==> src/rtl/mem_access_ctrl_if.sv <==
// mem_access_ctrl_if: datapath request/response and word-memory port signals of mem_access_ctrl
interface mem_access_ctrl_if #(parameter int ADDR_W = 5);
  logic              req;
  logic              we;
  logic [1:0]        size;
  logic              sign_ext;
  logic              big_endian;
  logic [31:0]       addr;
  logic [31:0]       wdata;
  logic              busy;
  logic              done;
  logic              err;
  logic [31:0]       rdata;
  logic              mem_enwr;
  logic [31:0]       mem_dataIn;
  logic [ADDR_W-1:0] mem_Dir;
  logic [31:0]       mem_DataOut;
  modport master (
    input  req, we, size, sign_ext, big_endian, addr, wdata, mem_DataOut,
    output busy, done, err, rdata, mem_enwr, mem_dataIn, mem_Dir
  );
  modport slave (
    output req, we, size, sign_ext, big_endian, addr, wdata, mem_DataOut,
    input  busy, done, err, rdata, mem_enwr, mem_dataIn, mem_Dir
  );
endinterface

==> src/rtl/mem_access_ctrl.sv <==
// mem_access_ctrl: byte/half/word load-store master for a 32-bit word memory, RMW for sub-word stores
module mem_access_ctrl #(parameter int ADDR_W = 5) (
  input  logic              clk,
  input  logic              rst_n,
  mem_access_ctrl_if.master bus
);
  typedef enum logic [1:0] {IDLE, RD, WR, RESP} state_t;
  state_t            r_state, w_nxt;
  logic              r_we, r_sext, r_be;
  logic [1:0]        r_size, r_off;
  logic [31:0]       r_wdata;
  logic              r_busy, r_done, r_err, r_enwr;
  logic [31:0]       r_rdata, r_dataIn;
  logic [ADDR_W-1:0] r_dir;
  logic              w_accept, w_bad, w_hi;
  logic [1:0]        w_lane;
  logic [7:0]        w_byte;
  logic [15:0]       w_half;
  logic [31:0]       w_load, w_merge;

  // RESP also accepts so that back-to-back requests skip IDLE
  assign w_accept = bus.req && (r_state == IDLE || r_state == RESP);
  assign w_bad = (bus.size == 2'b11) || (bus.size == 2'b01 && bus.addr[0]) ||
                 (bus.size == 2'b10 && bus.addr[1:0] != 2'b00) || (|(bus.addr >> (ADDR_W + 2)));

  assign w_lane = r_be ? ~r_off : r_off;
  assign w_hi   = r_off[1] ^ r_be;
  assign w_byte = 8'(bus.mem_DataOut >> {w_lane, 3'b000});
  assign w_half = w_hi ? bus.mem_DataOut[31:16] : bus.mem_DataOut[15:0];
  assign w_load = r_size == 2'b00 ? {{24{r_sext & w_byte[7]}}, w_byte} :
                  r_size == 2'b01 ? {{16{r_sext & w_half[15]}}, w_half} : bus.mem_DataOut;

  always_comb begin
    w_merge = bus.mem_DataOut;
    if (r_size == 2'b00) w_merge[{w_lane, 3'b000} +: 8] = r_wdata[7:0];
    else if (w_hi) w_merge[31:16] = r_wdata[15:0];
    else w_merge[15:0] = r_wdata[15:0];
  end

  always_comb begin
    w_nxt = r_state;
    if (w_accept) w_nxt = w_bad ? RESP : (bus.we && bus.size == 2'b10) ? WR : RD;
    else if (r_state == RD) w_nxt = r_we ? WR : RESP;
    else if (r_state == WR) w_nxt = RESP;
    else if (r_state == RESP) w_nxt = IDLE;
  end

  always_ff @(posedge clk or negedge rst_n) begin
    if (!rst_n) begin
      r_state  <= IDLE;
      r_we     <= 1'b0;
      r_sext   <= 1'b0;
      r_be     <= 1'b0;
      r_size   <= 2'b00;
      r_off    <= 2'b00;
      r_wdata  <= '0;
      r_busy   <= 1'b0;
      r_done   <= 1'b0;
      r_err    <= 1'b0;
      r_enwr   <= 1'b0;
      r_rdata  <= '0;
      r_dataIn <= '0;
      r_dir    <= '0;
    end else begin
      r_state <= w_nxt;
      r_busy  <= w_nxt == RD || w_nxt == WR;
      r_done  <= w_nxt == RESP;
      r_err   <= w_accept && w_bad;
      r_enwr  <= w_nxt == WR;
      if (w_accept) begin
        r_we     <= bus.we;
        r_size   <= bus.size;
        r_sext   <= bus.sign_ext;
        r_be     <= bus.big_endian;
        r_off    <= bus.addr[1:0];
        r_wdata  <= bus.wdata;
        r_dir    <= bus.addr[ADDR_W+1:2];
        r_dataIn <= bus.wdata;
      end
      if (r_state == RD) r_dataIn <= w_merge;
      if (r_state == RD && !r_we) r_rdata <= w_load;
    end
  end

  assign bus.busy       = r_busy;
  assign bus.done       = r_done;
  assign bus.err        = r_err;
  assign bus.rdata      = r_rdata;
  assign bus.mem_enwr   = r_enwr;
  assign bus.mem_dataIn = r_dataIn;
  assign bus.mem_Dir    = r_dir;
endmodule

==> src/flat_wrapper.sv <==
// flat-port wrapper written by rule: the top's interface ports become plain ports
module mem_access_ctrl_flat 
#(parameter int ADDR_W = 5)
  (clk, rst_n, bus_req, bus_we, bus_size, bus_sign_ext, bus_big_endian, bus_addr, bus_wdata, bus_mem_DataOut, bus_busy, bus_done, bus_err, bus_rdata, bus_mem_enwr, bus_mem_dataIn, bus_mem_Dir);
  mem_access_ctrl_if #(.ADDR_W(ADDR_W)) bus_i ();
  input  logic clk;
  input  logic rst_n;
  input wire logic [$bits(bus_i.req)-1:0] bus_req;
  input wire logic [$bits(bus_i.we)-1:0] bus_we;
  input wire logic [$bits(bus_i.size)-1:0] bus_size;
  input wire logic [$bits(bus_i.sign_ext)-1:0] bus_sign_ext;
  input wire logic [$bits(bus_i.big_endian)-1:0] bus_big_endian;
  input wire logic [$bits(bus_i.addr)-1:0] bus_addr;
  input wire logic [$bits(bus_i.wdata)-1:0] bus_wdata;
  input wire logic [$bits(bus_i.mem_DataOut)-1:0] bus_mem_DataOut;
  output wire logic [$bits(bus_i.busy)-1:0] bus_busy;
  output wire logic [$bits(bus_i.done)-1:0] bus_done;
  output wire logic [$bits(bus_i.err)-1:0] bus_err;
  output wire logic [$bits(bus_i.rdata)-1:0] bus_rdata;
  output wire logic [$bits(bus_i.mem_enwr)-1:0] bus_mem_enwr;
  output wire logic [$bits(bus_i.mem_dataIn)-1:0] bus_mem_dataIn;
  output wire logic [$bits(bus_i.mem_Dir)-1:0] bus_mem_Dir;
  assign bus_i.req = bus_req;
  assign bus_i.we = bus_we;
  assign bus_i.size = bus_size;
  assign bus_i.sign_ext = bus_sign_ext;
  assign bus_i.big_endian = bus_big_endian;
  assign bus_i.addr = bus_addr;
  assign bus_i.wdata = bus_wdata;
  assign bus_i.mem_DataOut = bus_mem_DataOut;
  assign bus_busy = bus_i.busy;
  assign bus_done = bus_i.done;
  assign bus_err = bus_i.err;
  assign bus_rdata = bus_i.rdata;
  assign bus_mem_enwr = bus_i.mem_enwr;
  assign bus_mem_dataIn = bus_i.mem_dataIn;
  assign bus_mem_Dir = bus_i.mem_Dir;
  mem_access_ctrl #(.ADDR_W(ADDR_W)) u_core (.clk(clk), .rst_n(rst_n), .bus(bus_i));
endmodule
==> config.mk <==
export PLATFORM = sky130hd
export DESIGN_NAME = mem_access_ctrl_flat
export DESIGN_NICKNAME = d
export VERILOG_FILES = /design/src/rtl/mem_access_ctrl_if.sv /design/src/rtl/mem_access_ctrl.sv /design/src/flat_wrapper.sv
export SDC_FILE = /design/constraint.sdc
export NUM_CORES = 1
export LEC_CHECK = 0
export ABC_AREA = 1
export BUFFER_PORTS_ARGS = -buffer_cell sky130_fd_sc_hd__buf_2
export CAP_MARGIN = 20
export CORE_MARGIN = 2
export CORE_UTILIZATION = 35
export CTS_CLUSTER_DIAMETER = 150
export DETAILED_ROUTE_END_ITERATION = 10
export PLACE_DENSITY = 0.59
export REMOVE_ABC_BUFFERS = 1
export SLEW_MARGIN = 20
export SYNTH_ARGS = -nofsm -noshare
export SYNTH_HDL_FRONTEND = slang
export SYNTH_SLANG_ARGS = --single-unit
==> constraint.sdc <==
create_clock -name clk -period 3.9 [get_ports clk]
set_clock_uncertainty 0.05 [all_clocks]
set_input_delay 0.975 -clock clk [delete_from_list [all_inputs] [get_ports clk]]
set_output_delay 0.975 -clock clk [all_outputs]
set_load 0.02 [all_outputs]
After elaboration in Yosys (flattened, before gate mapping). Index checks and enable logic that the tools add are counted.

Register bits after elaboration: 98. Input bits: 104. Output and inout bits: 73. Word-level logic and storage cells: 66.

$add $sub $neg: 1. Equal/unequal tests: 10. Shifts and indexed selects: 3. Muxes and demuxes: 17. Bitwise operators: 4. Reduce and logical (&&, ||, !) cells: 17.

Operator list (number): $mux 32 (5); $mux 16 (3); $bwmux 32 (1); $shift 8x7->32 const A (1); $shiftx 8x7->32 (1); $shr 32x5->8 (1); $reduce_or 25->1 (1); $mux 2 (7); $eq 2x2->1 const B (6); $eq 2x1->1 const B (4); $neg 5->7 (1); $logic_and 1x1->1 (6); $logic_or 1x1->1 (5); $logic_not 2->1 (2); $reduce_bool 2->1 (2); $and 1x1->1 (2); $not 2->2 (1); $logic_not 1->1 (1); $mux 1 (1); $xor 1x1->1 (1).

Longest topological paths before layout.
Depth in word-level cells: 9. Depth in mapped cells: 13.

Worst setup path before layout. Ideal clock, no wire load.

Kind: input -> register. Start point: in bus_req. End point: reg u_core.r_busy, in the netlist u_core.bus.busy. Library setup time: 0.113 ns. Arrival: 2.004 ns. Data required time: 3.737 ns. Path slack: 1.733 ns. Stages: 8. Path buffers: 1. Path through: nand2_1 -> inv_2 -> clkbuf_1 -> nand2_1 -> nand2_1 -> inv_1 -> ha_1 -> inv_1.

Longest elaborated chain between the ends: 4.

Ends and longest elaborated chain: from (decl) (line flat_wrapper.sv:8) `input wire logic [$bits(bus_i.req)-1:0] bus_req;`; $logic_and 1x1->1 (*) (line mem_access_ctrl.sv:22) `assign w_accept = bus.req && (r_state == IDLE || r_state == RESP);`; $mux 2 (*) (line mem_access_ctrl.sv:42) `if (w_accept) w_nxt = w_bad ? RESP : (bus.we && bus.size == 2'b10) ? WR : RD;`; named net u_core.w_nxt[0] (line mem_access_ctrl.sv:8) `state_t r_state, w_nxt;`; $eq 2x1->1 or $eq 2x2->1 (tied branches) (line mem_access_ctrl.sv:66) `r_busy <= w_nxt == RD || w_nxt == WR;`; $logic_or 1x1->1 (*) (line mem_access_ctrl.sv:66); to (signal assigned) (line mem_access_ctrl.sv:57) `r_busy <= 1'b0;`; to (signal assigned) (line mem_access_ctrl.sv:66); to (decl) (line mem_access_ctrl.sv:12) `logic r_busy, r_done, r_err, r_enwr;`.

The timed path passes the listed nets; every way through them passes the cells marked *. A chain may end at the register's enable or synchronous reset.

Final worst setup path.
Start point: reg u_core.r_be. End point: reg u_core.r_dataIn[10], in the netlist u_core.bus.mem_dataIn[10].

Longest elaborated chain between the ends: 6.

Ends and longest elaborated chain: from (decl) (line mem_access_ctrl.sv:9) `logic r_we, r_sext, r_be;`; from (signal assigned) (line mem_access_ctrl.sv:74) `r_be <= bus.big_endian;`; $mux 2 (line mem_access_ctrl.sv:26) `assign w_lane = r_be ? ~r_off : r_off;`; $neg 5->7 (line mem_access_ctrl.sv:35) `if (r_size == 2'b00) w_merge[{w_lane, 3'b000} +: 8] = r_wdata[7:0];`; $shiftx 8x7->32 or $shift 8x7->32 (tied branches) (line mem_access_ctrl.sv:35); $bwmux 32 (line mem_access_ctrl.sv:35); $mux 32 (*) (line mem_access_ctrl.sv:35); $mux 32 (*) (line mem_access_ctrl.sv:80) `if (r_state == RD) r_dataIn <= w_merge;`; to (signal assigned) (line mem_access_ctrl.sv:78) `r_dataIn <= bus.wdata;`; to (signal assigned) (line mem_access_ctrl.sv:80); to (decl) (line mem_access_ctrl.sv:13) `logic [31:0] r_rdata, r_dataIn;`.

Every way passes the cells marked *; elsewhere a longest branch is shown, timed or not.

==> flow_summary.yaml <==
floorplan:
  core_sq_um: 17100
  ios: 177
  die_h_um: 135
  die-width_um: 135
  start_util: 0.354
  rows: 48
  dieArea_sq_um: 18300
routing:
  drtIter0Drc: 485
  drcViolationCount: 0
  wirelength_mm: 19.4
  ant_nets: 0
  routed_via_density: 4.89
  route.vias.total: 6249
  detail_route.wl_per_cell_um: 15.2
  first_pass_iters: 6
sta:
  slew_headroom: 0.404
  setup_viol: 0
  finalCriticalPeriod_ns: 2.73
  tightest_slew_ns: 0.893
  fin_hold_ws_ns: 0.420
  max_freq_ghz: 0.366
  setup_tns_ns: 0
  finalCritPeriodShare: 0.700
  rsz0062_at_grt: "false"
  hold_viol_final: 0
  finalMaxSlewViolations: 0
yosys:
  synth-edff-count: 0
  synth.distinct_cells: 28
  async_flop_share: 1.00
  ys_ff_latch: 98
  netlist_area_sq_um: 6040
  yosysSeqAreaShare: 0.406
  syn_avg_cell_area_sq_um: 6.70
  synth_ff_type: "dfrtp_1"
  yosysWarnings: 0
  synthCells: 901
hold_path:
  min_to: "u_core.bus.rdata[19]"
  holdPathStages: 2
  hp-class: "register to register"
  worstHoldStart: "u_core.bus.rdata[19]"
clock_tree:
  cts.sinks: 98
  cts_tree: "yes"
  post_cts_resized: 0
  insertion_delay_ns: 0.35
  cts-hold-fix-buffers: 0
  clock-root-buffer: "clkbuf_16"
  h-tree-depth: 3
  post-cts-setup-buffer-count: 0
  cts_made_buffers: 9
  clk_path_buf_depth: 2
  clkTransAtPathRegs_ns: 0.07
power_and_ir_drop:
  leakagePower_nw: 4.09
  peakVddDrop_uv: 380
  power-per-cell-area_nw_per_um2: 936
critical_path:
  critical-path-slowest-cell: "nand2_2"
  r2r_slack_ns: 1.17
  r2r_start: "u_core.r_be"
  crit_fanout: 40
  crit_start: "u_core.r_be"
  arrival_ns: 2.97
  reg2reg_depth: 10
  worstPathCellList: "inv_2, nand2_2, nand2_2, ha_1, clkinv_1, nor3_4, nand2_1, a21oi_1, o21ai_0, nand2_1"
  required_ns: 4.14
  critPathLaunchType: "register"
  cp_slowest_stage_delay_ns: 0.55
  worstReg2RegEnd: "u_core.bus.mem_dataIn[10]"
  endpoint_kind: "register"
  crit_type: "register to register"
grt:
  grt_first_pass_wirelength_mm: 30.7
  grt_max_degree: 51
  grt_overflow_total: 0
  grt_pass1_vias: 5760
  antenna_found_initial: 1
  grt_use_total: 0.215
place:
  io_buffers: 176
  gp_congestion: 0.870
  place_hpwl_mm: 13.5
outcome:
  status: "complete, no violations"
run:
  cap_violations: 0
cells_and_area:
  area_delta_synth_final_pct: 21.3
  num-nets-final: 1161
  drive_gt1_frac: 0.210
-- metal layers --
layer / track usage / vias up / routed length [um]
met5: 0 / - / 0
met4: 0.0723 / 0 / 424
met3: 0.0325 / 29 / 1190
met2: 0.339 / 210 / 8790
met1: 0.301 / 2853 / 8990
li1: - / 3157 / -
-- worst max-delay path: cells and delay by family (launching register included) --
kind                       cells  cell delay, ns
adders and majority gates      1            0.26
AOI/OAI and AO/OA              2            0.28
DFF                            1            0.43
and+or+nand+nor                5            1.25
buffers and inverters          2            0.41
-- flip-flops by register name, indices dropped and copies added (netlist names), 2 cells and up --
signal / count
u_core.bus.mem_Dir: 5
u_core.bus.mem_dataIn: 32
u_core.bus.rdata: 32
u_core.r_off: 2
u_core.r_size: 2
u_core.r_state: 2
u_core.r_wdata: 16
-- how the worst max path moves through the flow --
stage / depth (start not counted) / endpoint / slack [ns]
final: 10 / u_core.bus.mem_dataIn[10] / 1.17
after global routing: 10 / u_core.bus.mem_dataIn[10] / 0.95
after detailed placement: 10 / u_core.bus.mem_dataIn[12] / 1.22
after global placement: 10 / u_core.bus.mem_dataIn[11] / 1.23
after floorplan: 7 / u_core.bus.rdata[15] / 0.54
after CTS: 10 / u_core.bus.mem_dataIn[12] / 1.21
-- logic make-up (layout without fill, tap and decap cells) --
| logic type | Yosys count | in the layout | share of synthesized area |
|---|---|---|---|
| simple gates | 538 | 538 | 0.369 |
| compound gates | 136 | 136 | 0.124 |
| buf+inv | 122 | 274 | 0.0864 |
| flops | 98 | 98 | 0.406 |
| fa+ha+maj | 7 | 7 | 0.0145 |
| other cells | 0 | 1 | 0 |
-- cell usage in the layout, fill, tap and decap left out, drive strengths merged --
cell type  instances
buf              186
nand3             63
bufinv             1
o21ai             53
nand2            406
o211ai            25
o31ai              1
a21oi             54
inv               69
diode              1
dfrtp             98
clkinv             6
clkbuf            11
ha                 7
nand4              3
a31oi              3
clkinvlp           1
nor3               4
nor2              62
-- synthesized netlist by cell type (all sizes together), types with 3 or more instances --
cell    instances  share of area
inv            69          0.043
o211ai         25          0.031
nand3          63          0.053
ha              7          0.015
clkbuf         26          0.016
nand2         406           0.26
a31oi           3         0.0031
a21oi          54          0.045
clkinv          5         0.0031
nor2           62          0.045
nand4           3         0.0056
nor3            4         0.0070
o21ai          53          0.044
buf            22          0.024
dfrtp          98           0.41
-- where the power goes --
group          internal, W  switching (W)  total (W)  leakage, nW
clock network     0.000490       0.000388   0.000878        0.131
registers          0.00152       0.000355    0.00188         1.21
logic              0.00127        0.00283    0.00410         2.75
total              0.00328        0.00357    0.00685         4.09
-- final cells by class --
type | instances | area, sq um
Fill cell | 1845 | 9730
Multi-Input combinational cell | 681 | 3060
Sequential cell | 98 | 2450
Timing Repair Buffer | 186 | 971
Tap cell | 225 | 282
Inverter | 74 | 278
Clock buffer | 11 | 233
Clock inverter | 3 | 42.5
Antenna cell | 1 | 2.50
-- per-stage QoR --
stage                     worst slack (ns)  instances  area (sq um)  power [W]  utilization
after floorplan                      0.544        853          5790    0.00465            -
after global placement                1.23       1264          7040    0.00594        0.413
after detailed placement              1.22       1264          7040    0.00598        0.413
after CTS                             1.21       1278          7320    0.00689        0.429
after global routing                 0.946       1279          7320    0.00751        0.429
final                                 1.17       1279          7320    0.00685        0.429
Note: power is estimated with default switching activity, not from simulation.
